### src/rtl/icache_pkg.sv
// Shared constants and state encoding for the instruction-cache line refill controller.
// Latency: n/a (declarations only).
// Backpressure: n/a (declarations only).
package icache_pkg;

   localparam int IDX_W  = 6;     // data SRAM set index (64 lines)
   localparam int BEAT_W = 64;    // memory response beat, half a line
   localparam int LINE_W = 128;   // full cache line
   localparam int OFF_W  = 4;     // byte offset within a 16-byte line
   localparam int CNT_W  = 16;    // completed-refill counter width

   typedef enum logic [2:0] {
      IDLE  = 3'd0,
      REQ   = 3'd1,
      BEAT0 = 3'd2,
      BEAT1 = 3'd3,
      DONE  = 3'd4
   } refill_state_t;

endpackage

### src/rtl/icache_refill_ctrl.sv
// I-cache refill controller: one outstanding miss, fetches a 128-bit line as two 64-bit
//    beats and writes each half into the data SRAM, arbitrating against fetch reads.
// Latency: memory request one cycle after miss accept; each beat is written to SRAM in the
//    same cycle it arrives; refill_done pulses one cycle after the second beat.
// Backpressure: miss_ready low while a refill is in flight; request held until
//    mem_req_ready; beats may arrive with unbounded gaps; fetch reads stalled on conflict.
//
// Ports:
//   clk, rst_aL                  clock, asynchronous active-low reset
//   miss_valid/miss_addr/miss_ready        miss handshake from fetch
//   mem_req_valid/mem_req_addr/mem_req_ready  line-aligned request to memory
//   mem_resp_valid/mem_resp_data           response beats (no ready; always accepted)
//   fetch_rd_en/fetch_rd_idx/fetch_stall   fetch read port into data SRAM
//   sram_csb/sram_web/sram_wmask/sram_addr/sram_din  data SRAM (active-low strobes)
//   refill_done, refill_cnt                completion pulse and saturating count
module icache_refill_ctrl #(
   parameter int ADDR_W = 32,
   parameter int IDX_W  = icache_pkg::IDX_W,
   parameter int BEAT_W = icache_pkg::BEAT_W
) (
   input  logic                clk,
   input  logic                rst_aL,
   input  logic                miss_valid,
   input  logic [ADDR_W-1:0]   miss_addr,
   output logic                miss_ready,
   output logic                mem_req_valid,
   output logic [ADDR_W-1:0]   mem_req_addr,
   input  logic                mem_req_ready,
   input  logic                mem_resp_valid,
   input  logic [BEAT_W-1:0]   mem_resp_data,
   input  logic                fetch_rd_en,
   input  logic [IDX_W-1:0]    fetch_rd_idx,
   output logic                fetch_stall,
   output logic                sram_csb,
   output logic                sram_web,
   output logic [1:0]          sram_wmask,
   output logic [IDX_W-1:0]    sram_addr,
   output logic [2*BEAT_W-1:0] sram_din,
   output logic                refill_done,
   output logic [15:0]         refill_cnt
);

   import icache_pkg::*;

   localparam logic [ADDR_W-1:0] ALIGN_MASK = {{(ADDR_W-OFF_W){1'b1}}, {OFF_W{1'b0}}};

   refill_state_t     state_q;
   logic [ADDR_W-1:0] addr_q;
   logic [CNT_W-1:0]  refill_cnt_q;

   logic [IDX_W-1:0]  line_idx;
   logic              in_beat;
   logic              refill_wr;
   logic              idx_hit;

   assign line_idx  = addr_q[IDX_W+OFF_W-1:OFF_W];
   assign in_beat   = (state_q == BEAT0) || (state_q == BEAT1);
   assign refill_wr = in_beat && mem_resp_valid;
   // A read of the line being refilled would return a half-written line, so it is held off
   // for the whole beat window, not just the write cycles.
   assign idx_hit   = in_beat && (fetch_rd_idx == line_idx);

   assign miss_ready    = (state_q == IDLE);
   assign mem_req_valid = (state_q == REQ);
   assign mem_req_addr  = addr_q & ALIGN_MASK;
   assign refill_done   = (state_q == DONE);
   assign refill_cnt    = refill_cnt_q;

   always_ff @(posedge clk or negedge rst_aL) begin
      if (!rst_aL) begin
         state_q      <= IDLE;
         addr_q       <= '0;
         refill_cnt_q <= '0;
      end else begin
         case (state_q)
            IDLE: begin
               if (miss_valid) begin
                  addr_q  <= miss_addr;
                  state_q <= REQ;
               end
            end
            REQ: begin
               if (mem_req_ready) state_q <= BEAT0;
            end
            BEAT0: begin
               if (mem_resp_valid) state_q <= BEAT1;
            end
            BEAT1: begin
               if (mem_resp_valid) state_q <= DONE;
            end
            DONE: begin
               if (refill_cnt_q != {CNT_W{1'b1}}) refill_cnt_q <= refill_cnt_q + CNT_W'(1);
               state_q <= IDLE;
            end
            default: state_q <= IDLE;
         endcase
      end
   end

   // SRAM port arbitration: refill write wins, then fetch read, else idle.
   always_comb begin
      sram_csb    = 1'b1;
      sram_web    = 1'b1;
      sram_wmask  = 2'b00;
      sram_addr   = '0;
      sram_din    = '0;
      fetch_stall = 1'b0;
      if (refill_wr) begin
         sram_csb    = 1'b0;
         sram_web    = 1'b0;
         sram_wmask  = (state_q == BEAT0) ? 2'b01 : 2'b10;
         sram_addr   = line_idx;
         sram_din    = {mem_resp_data, mem_resp_data};
         fetch_stall = fetch_rd_en;
      end else if (fetch_rd_en) begin
         if (idx_hit) begin
            fetch_stall = 1'b1;
         end else begin
            sram_csb  = 1'b0;
            sram_addr = fetch_rd_idx;
         end
      end
   end

endmodule

### config.mk
export PLATFORM = sky130hd
export DESIGN_NAME = icache_refill_ctrl
export DESIGN_NICKNAME = d
export VERILOG_FILES = /design/src/rtl/icache_pkg.sv /design/src/rtl/icache_refill_ctrl.sv
export SDC_FILE = /design/constraint.sdc
export NUM_CORES = 1
export LEC_CHECK = 0
export ABC_AREA = 1
export CAP_MARGIN = 20
export CORE_AREA = 2 2 116 118
export DETAILED_ROUTE_END_ITERATION = 6
export DIE_AREA = 0 0 118 120
export PLACE_DENSITY = 0.75
export SYNTH_ARGS = -nofsm -noshare
export SYNTH_HDL_FRONTEND = slang
export SYNTH_SLANG_ARGS = --single-unit
### constraint.sdc
create_clock -name clk -period 1.6 [get_ports clk]
set_input_delay 0.32 -clock clk [delete_from_list [all_inputs] [get_ports clk]]
set_output_delay 0.32 -clock clk [all_outputs]
set_load 0.005 [all_outputs]
### Word-level counts from Yosys, hierarchy flattened

Cells that the tools add are included.

| storage, ports and cells | value |
|---|---|
| bits in registers | 51 |
| bits of input ports | 108 |
| output and inout bits | 190 |
| logic and storage cells | 38 |

| operators by class | value |
|---|---|
| add/sub/neg operators | 1 |
| equality and inequality tests | 10 |
| multiplexer cells | 17 |
| reductions and logical operators | 7 |

Operators with widths:

| operator | count |
|---|---|
| 128-bit 2-to-1 mux | 1 |
| 6-bit 2-to-1 mux | 3 |
| 16-bit by 1-bit adder with 16-bit output (second input constant) | 1 |
| 16-bit != test (second input constant) | 1 |
| 3-bit 2-to-1 mux | 4 |
| 3-bit case mux with 4 select lines | 1 |
| 3-bit by 2-bit equality test with 1-bit output (second input constant) | 2 |
| 6-bit equality test | 1 |
| 1-bit 2-to-1 mux | 6 |
| 2-bit != test (second input constant) | 3 |
| 2-bit 2-to-1 mux | 2 |
| 2-bit AND reduction | 2 |
| 4-bit AND reduction | 1 |
| 3-bit by 1-bit equality test with 1-bit output (second input constant) | 1 |
| 3-bit equality test (second input constant) | 1 |
| 3-bit zero test | 1 |
| 1-bit logical AND | 2 |
| 2-bit by 1-bit != test with 1-bit output (second input constant) | 1 |
| 1-bit logical OR | 1 |

### Depth between registers and ports, before layout

| depth | value |
|---|---|
| depth in word-level cells | 6 |
| mapped depth | 9 |
| depth with buffers taken out | 9 |

### Worst setup path before layout

No wires, ideal clock.

| timing path | value |
|---|---|
| path kind | reg2out |
| start point | register state_q[1] |
| end point | output port sram_din[100] |
| arrival time | 1.300 ns |
| required time | 1.280 ns |
| path slack | -0.020 ns |
| cell stages (with the launch flop) | 8 |
| buffers on the path | 3 |
| cells stage by stage | dfrtp_1 inv_1 nor2_1 nand2_1 buf_2 buf_2 nor2_1 buf_4 |

| on the way | value |
|---|---|
| longest elaborated chain between the ends | 4 |
| elaborated cells on any way between the ends | 5 |
| those cells by class | 2 x eq/ne; 1 x mux; 2 x reduce/logical |

Ends and longest elaborated chain:

| what | line | source |
|---|---|---|
| from (decl) | icache_refill_ctrl.sv:47 | `refill_state_t state_q;` |
| from (signal assigned) | icache_refill_ctrl.sv:71 | `state_q <= IDLE;` |
| from (signal assigned) | icache_refill_ctrl.sv:79 | `state_q <= REQ;` |
| from (signal assigned) | icache_refill_ctrl.sv:83 | `if (mem_req_ready) state_q <= BEAT0;` |
| 3-bit by 2-bit equality test with 1-bit output | icache_refill_ctrl.sv:57 | `assign in_beat = (state_q == BEAT0) \|\| (state_q == BEAT1);` |
| 1-bit logical OR (*) | icache_refill_ctrl.sv:57 |  |
| 1-bit logical AND (*) | icache_refill_ctrl.sv:58 | `assign refill_wr = in_beat && mem_resp_valid;` |
| 128-bit 2-to-1 mux (*) | icache_refill_ctrl.sv:108 | `if (refill_wr) begin` |
| to (decl) | icache_refill_ctrl.sv:38 | `output logic [2*BEAT_W-1:0] sram_din,` |

Mark *: on every way between the ends. The rest lies on a longest branch, timed or not.

### Worst setup path in the final report

| timing path | value |
|---|---|
| start point | register state_q[2] |
| end point | output port sram_din[61] |

Same word-level chain as after synthesis.

==> metrics.cfg <==
[sta]
rsz0062_at_grt=true
tns_ns=-39.13
fmax_mhz=488
hold_slack_ns=0.00935
timing_hold_violations_final=0
skew_ns=0.00443
finalCriticalPeriod_ns=2.05
setup_slack_ns=-0.451
setup_violations=140
period_share=1.28
drv_slew=0

[route]
routed_wirelength_um=15800
drtPass1Iterations=4
dr_total_vias=4110
final_antenna_net_count=0
drtIter0Drc=165
viasPerCell=4.22
wl_per_cell_um=16.2
drc=0

[logic_synthesis]
syn_inst=479
ys_ff_latch=47
ys_types=29
ys_warn_count=0
ys_seq_area_frac=0.340
synthXorXnorAreaFrac=0.0253
synth_top_family_by_area=buffers and inverters
synth_area_um2=3460
synthSimpleGateAreaFrac=0.259
synth_compound_gate_area_share=0.0167
synth.mux.area_fraction=0.0815
syn_avg_cell_area_um2=7.21
yosys.area_share.adder=0.00362

[clocking]
clkLatencyLatePin_ns=0.29
clk_pin_slew_ns=0.07
ctsHtreeMaxLevel=2
cts_tree=yes
numCtsBuffers=5
clock-sinks=47
cts-root-buf=clkbuf_16
clockBufferDepth=2

[worst_setup_path]
endpoint_kind=output pin
crit_chain=nor2_4 > buf_6 > nand2_8 > buf_12 > buf_8 > buf_6 > nor2_4 > buf_6 > buf_6
crit_type=flip-flop to output pin
critPathArrivalTime_ns=1.73
critPathSlowestCell=dfrtp_1
critPathLaunchType=flip-flop
worstPathRequired_ns=1.28
cpPeakStageDelay_ns=0.40
critPathMaxFanout=7
cpMostUsedCell=buf_6

[flow_run]
drv_cap=0

[die]
core-area_um2=13000
dieArea_um2=14200
chipWidth_um=118
start_util=0.266
rows=42
io_pins=298
die_h_um=120

[grt]
grtUsageTotal=0.202
grt_pass1_wl_um=22500
grt_max_degree=48
antenna_found_initial=3
grt_pass1_vias=4050
overflow=0

[place]
port_buffers=289
dp_hpwl_um=11400
dp_cells=905
globalplace.congestion=0.841

[cells_and_area]
regArea_um2=1190
syn2layout_area_growth_pct=108
nNetsFinal=903
drive_above_1_share=0.453
multi_input_area_um2=1920
layout.cells.non_filler=974
fillCellCount=1183

[pwr]
power.internal_mw=5.22
switching_power_mw=2.88
combPwrFrac=0.639
power_leakage_nw=3.71
p_per_area_nw_per_um2=1130
clockPowerShare=0.127
seq_power_share=0.233
swShare=0.356
peakVddDrop_mv=0.837

[min_path]
hold_class=input port to async pin

[outcome]
violations=negative setup slack
status=complete, but fails checks

-- state kept, by name (all words and copies together), names as in the netlist --
| name | cells |
|---|---|
| state_q | 3 |
| addr_q | 28 |
| refill_cnt | 16 |
-- synth_stat cells, drive strengths merged --
| cell | n | area share |
|---|---|---|
| nor3b | 1 | 0.0036 |
| nand3 | 13 | 0.023 |
| xor2 | 2 | 0.0051 |
| xnor2 | 8 | 0.020 |
| conb | 1 | 0.0011 |
| o21ai | 5 | 0.0072 |
| a21oi | 5 | 0.0072 |
| nand2 | 86 | 0.096 |
| ha | 1 | 0.0036 |
| nand3b | 1 | 0.0022 |
| nor2 | 92 | 0.10 |
| a21boi | 1 | 0.0022 |
| buf | 79 | 0.17 |
| nor3 | 7 | 0.012 |
| dfrtp | 47 | 0.34 |
| nand4 | 11 | 0.020 |
| mux2 | 25 | 0.081 |
| clkbuf | 2 | 0.0022 |
| inv | 92 | 0.10 |
-- cell families (layout without fill, tap and decap cells) --
group / after synthesis / after routing
other: 1 / 7
muxes: 25 / 25
adders and majority gates: 1 / 1
DFF: 47 / 47
buffers and inverters: 173 / 486
xor gates and xnor gates: 10 / 10
and+or+nand+nor: 211 / 211
AOI/OAI and AO/OA: 11 / 11
-- worst max-delay path: cells and delay by family (launching register included) --
kind | cells | cell delay (ns)
flip-flops | 1 | 0.40
buffers and inverters | 6 | 0.71
AND/OR/NAND/NOR | 3 | 0.33
-- timing repair --
item | 4_1_cts | 5_1_grt
setup endpoints to repair | 156 | 150
hold buffers | 0 | 0
pin swaps | 6 | 22
resized for setup | 510 | 243
cloned | 2 | 1
buffers inserted | 23 | 38
hold endpoints to repair | 0 | 0
-- metrics by stage --
| stage | cell area, µm² | worst slack (ns) | power (mW) | utilization |
|---|---|---|---|---|
| floorplan | 3470 | -0.0197 | 3.50 | - |
| global placement | 6360 | -1.04 | 6.13 | 0.490 |
| detailed placement | 6360 | -1.06 | 6.17 | 0.490 |
| CTS | 6980 | -0.617 | 7.68 | 0.538 |
| global route | 7170 | -0.527 | 8.63 | 0.553 |
| finish | 7180 | -0.451 | 8.10 | 0.553 |
-- worst paths after layout --
| kind | from | to | slack, ns | depth (start not counted) |
|---|---|---|---|---|
| worst max-delay path | state_q[2] | sram_din[61] | -0.45 | 9 |
| worst min-delay path | rst_aL | addr_q[26] | 0.009 | 2 |
| worst max register to register | state_q[2] | addr_q[28] | 0.07 | 6 |
| worst min register to register | addr_q[27] | addr_q[27] | 0.50 | 1 |
| max in group asynchronous | rst_aL | refill_cnt[13] | 1.36 | 2 |
| min in group clk | addr_q[27] | addr_q[27] | 0.50 | 1 |
-- placed cells by master, fill, tap and decap left out, types with 11 or more instances in the layout --
cell type / synthesis / layout
nand4_1: 11 / 11
inv_1: 91 / 89
nor2_4: 1 / 66
buf_6: 4 / 53
nand2_1: 84 / 82
buf_2: 6 / 84
dfrtp_1: 47 / 39
clkdlybuf4s50_1: 0 / 132
buf_4: 68 / 45
nor2_1: 91 / 25
clkbuf_2: 0 / 41
mux2_2: 22 / 22
-- layout make-up --
type / count / share of cell area
antenna: 3 / 0.00105
clock buffer: 5 / 0.0174
clock inverter: 3 / 0.00279
inverter: 92 / 0.0484
multi-input combinational: 262 / 0.268
sequential: 47 / 0.165
tap: 176 / 0.0307
timing repair buffer: 386 / 0.467
-- power by group through the flow --
| stage | logic [mW] | registers, mW | clock network (mW) |
|---|---|---|---|
| 4_1_cts | 4.70 | 1.89 | 1.09 |
| 5_1_grt | 5.54 | 1.95 | 1.13 |
| 3_5_place_dp | 4.27 | 1.90 | 0 |
| 2_1_floorplan | 1.55 | 1.96 | 0 |
| 3_3_place_gp | 4.25 | 1.87 | 0 |
| 6_report | 5.18 | 1.89 | 1.03 |
-- layer usage --
| layer | GRT usage | share of wire | vias to the layer above |
|---|---|---|---|
| met3 | 0.0637 | 0.083 | 19 |
| li1 | - | - | 1993 |
| met4 | 0.0377 | 0.015 | 0 |
| met1 | 0.236 | 0.39 | 1926 |
| met2 | 0.366 | 0.51 | 172 |
| met5 | 0 | 0 | - |
Power figures use the tool's default switching activity.
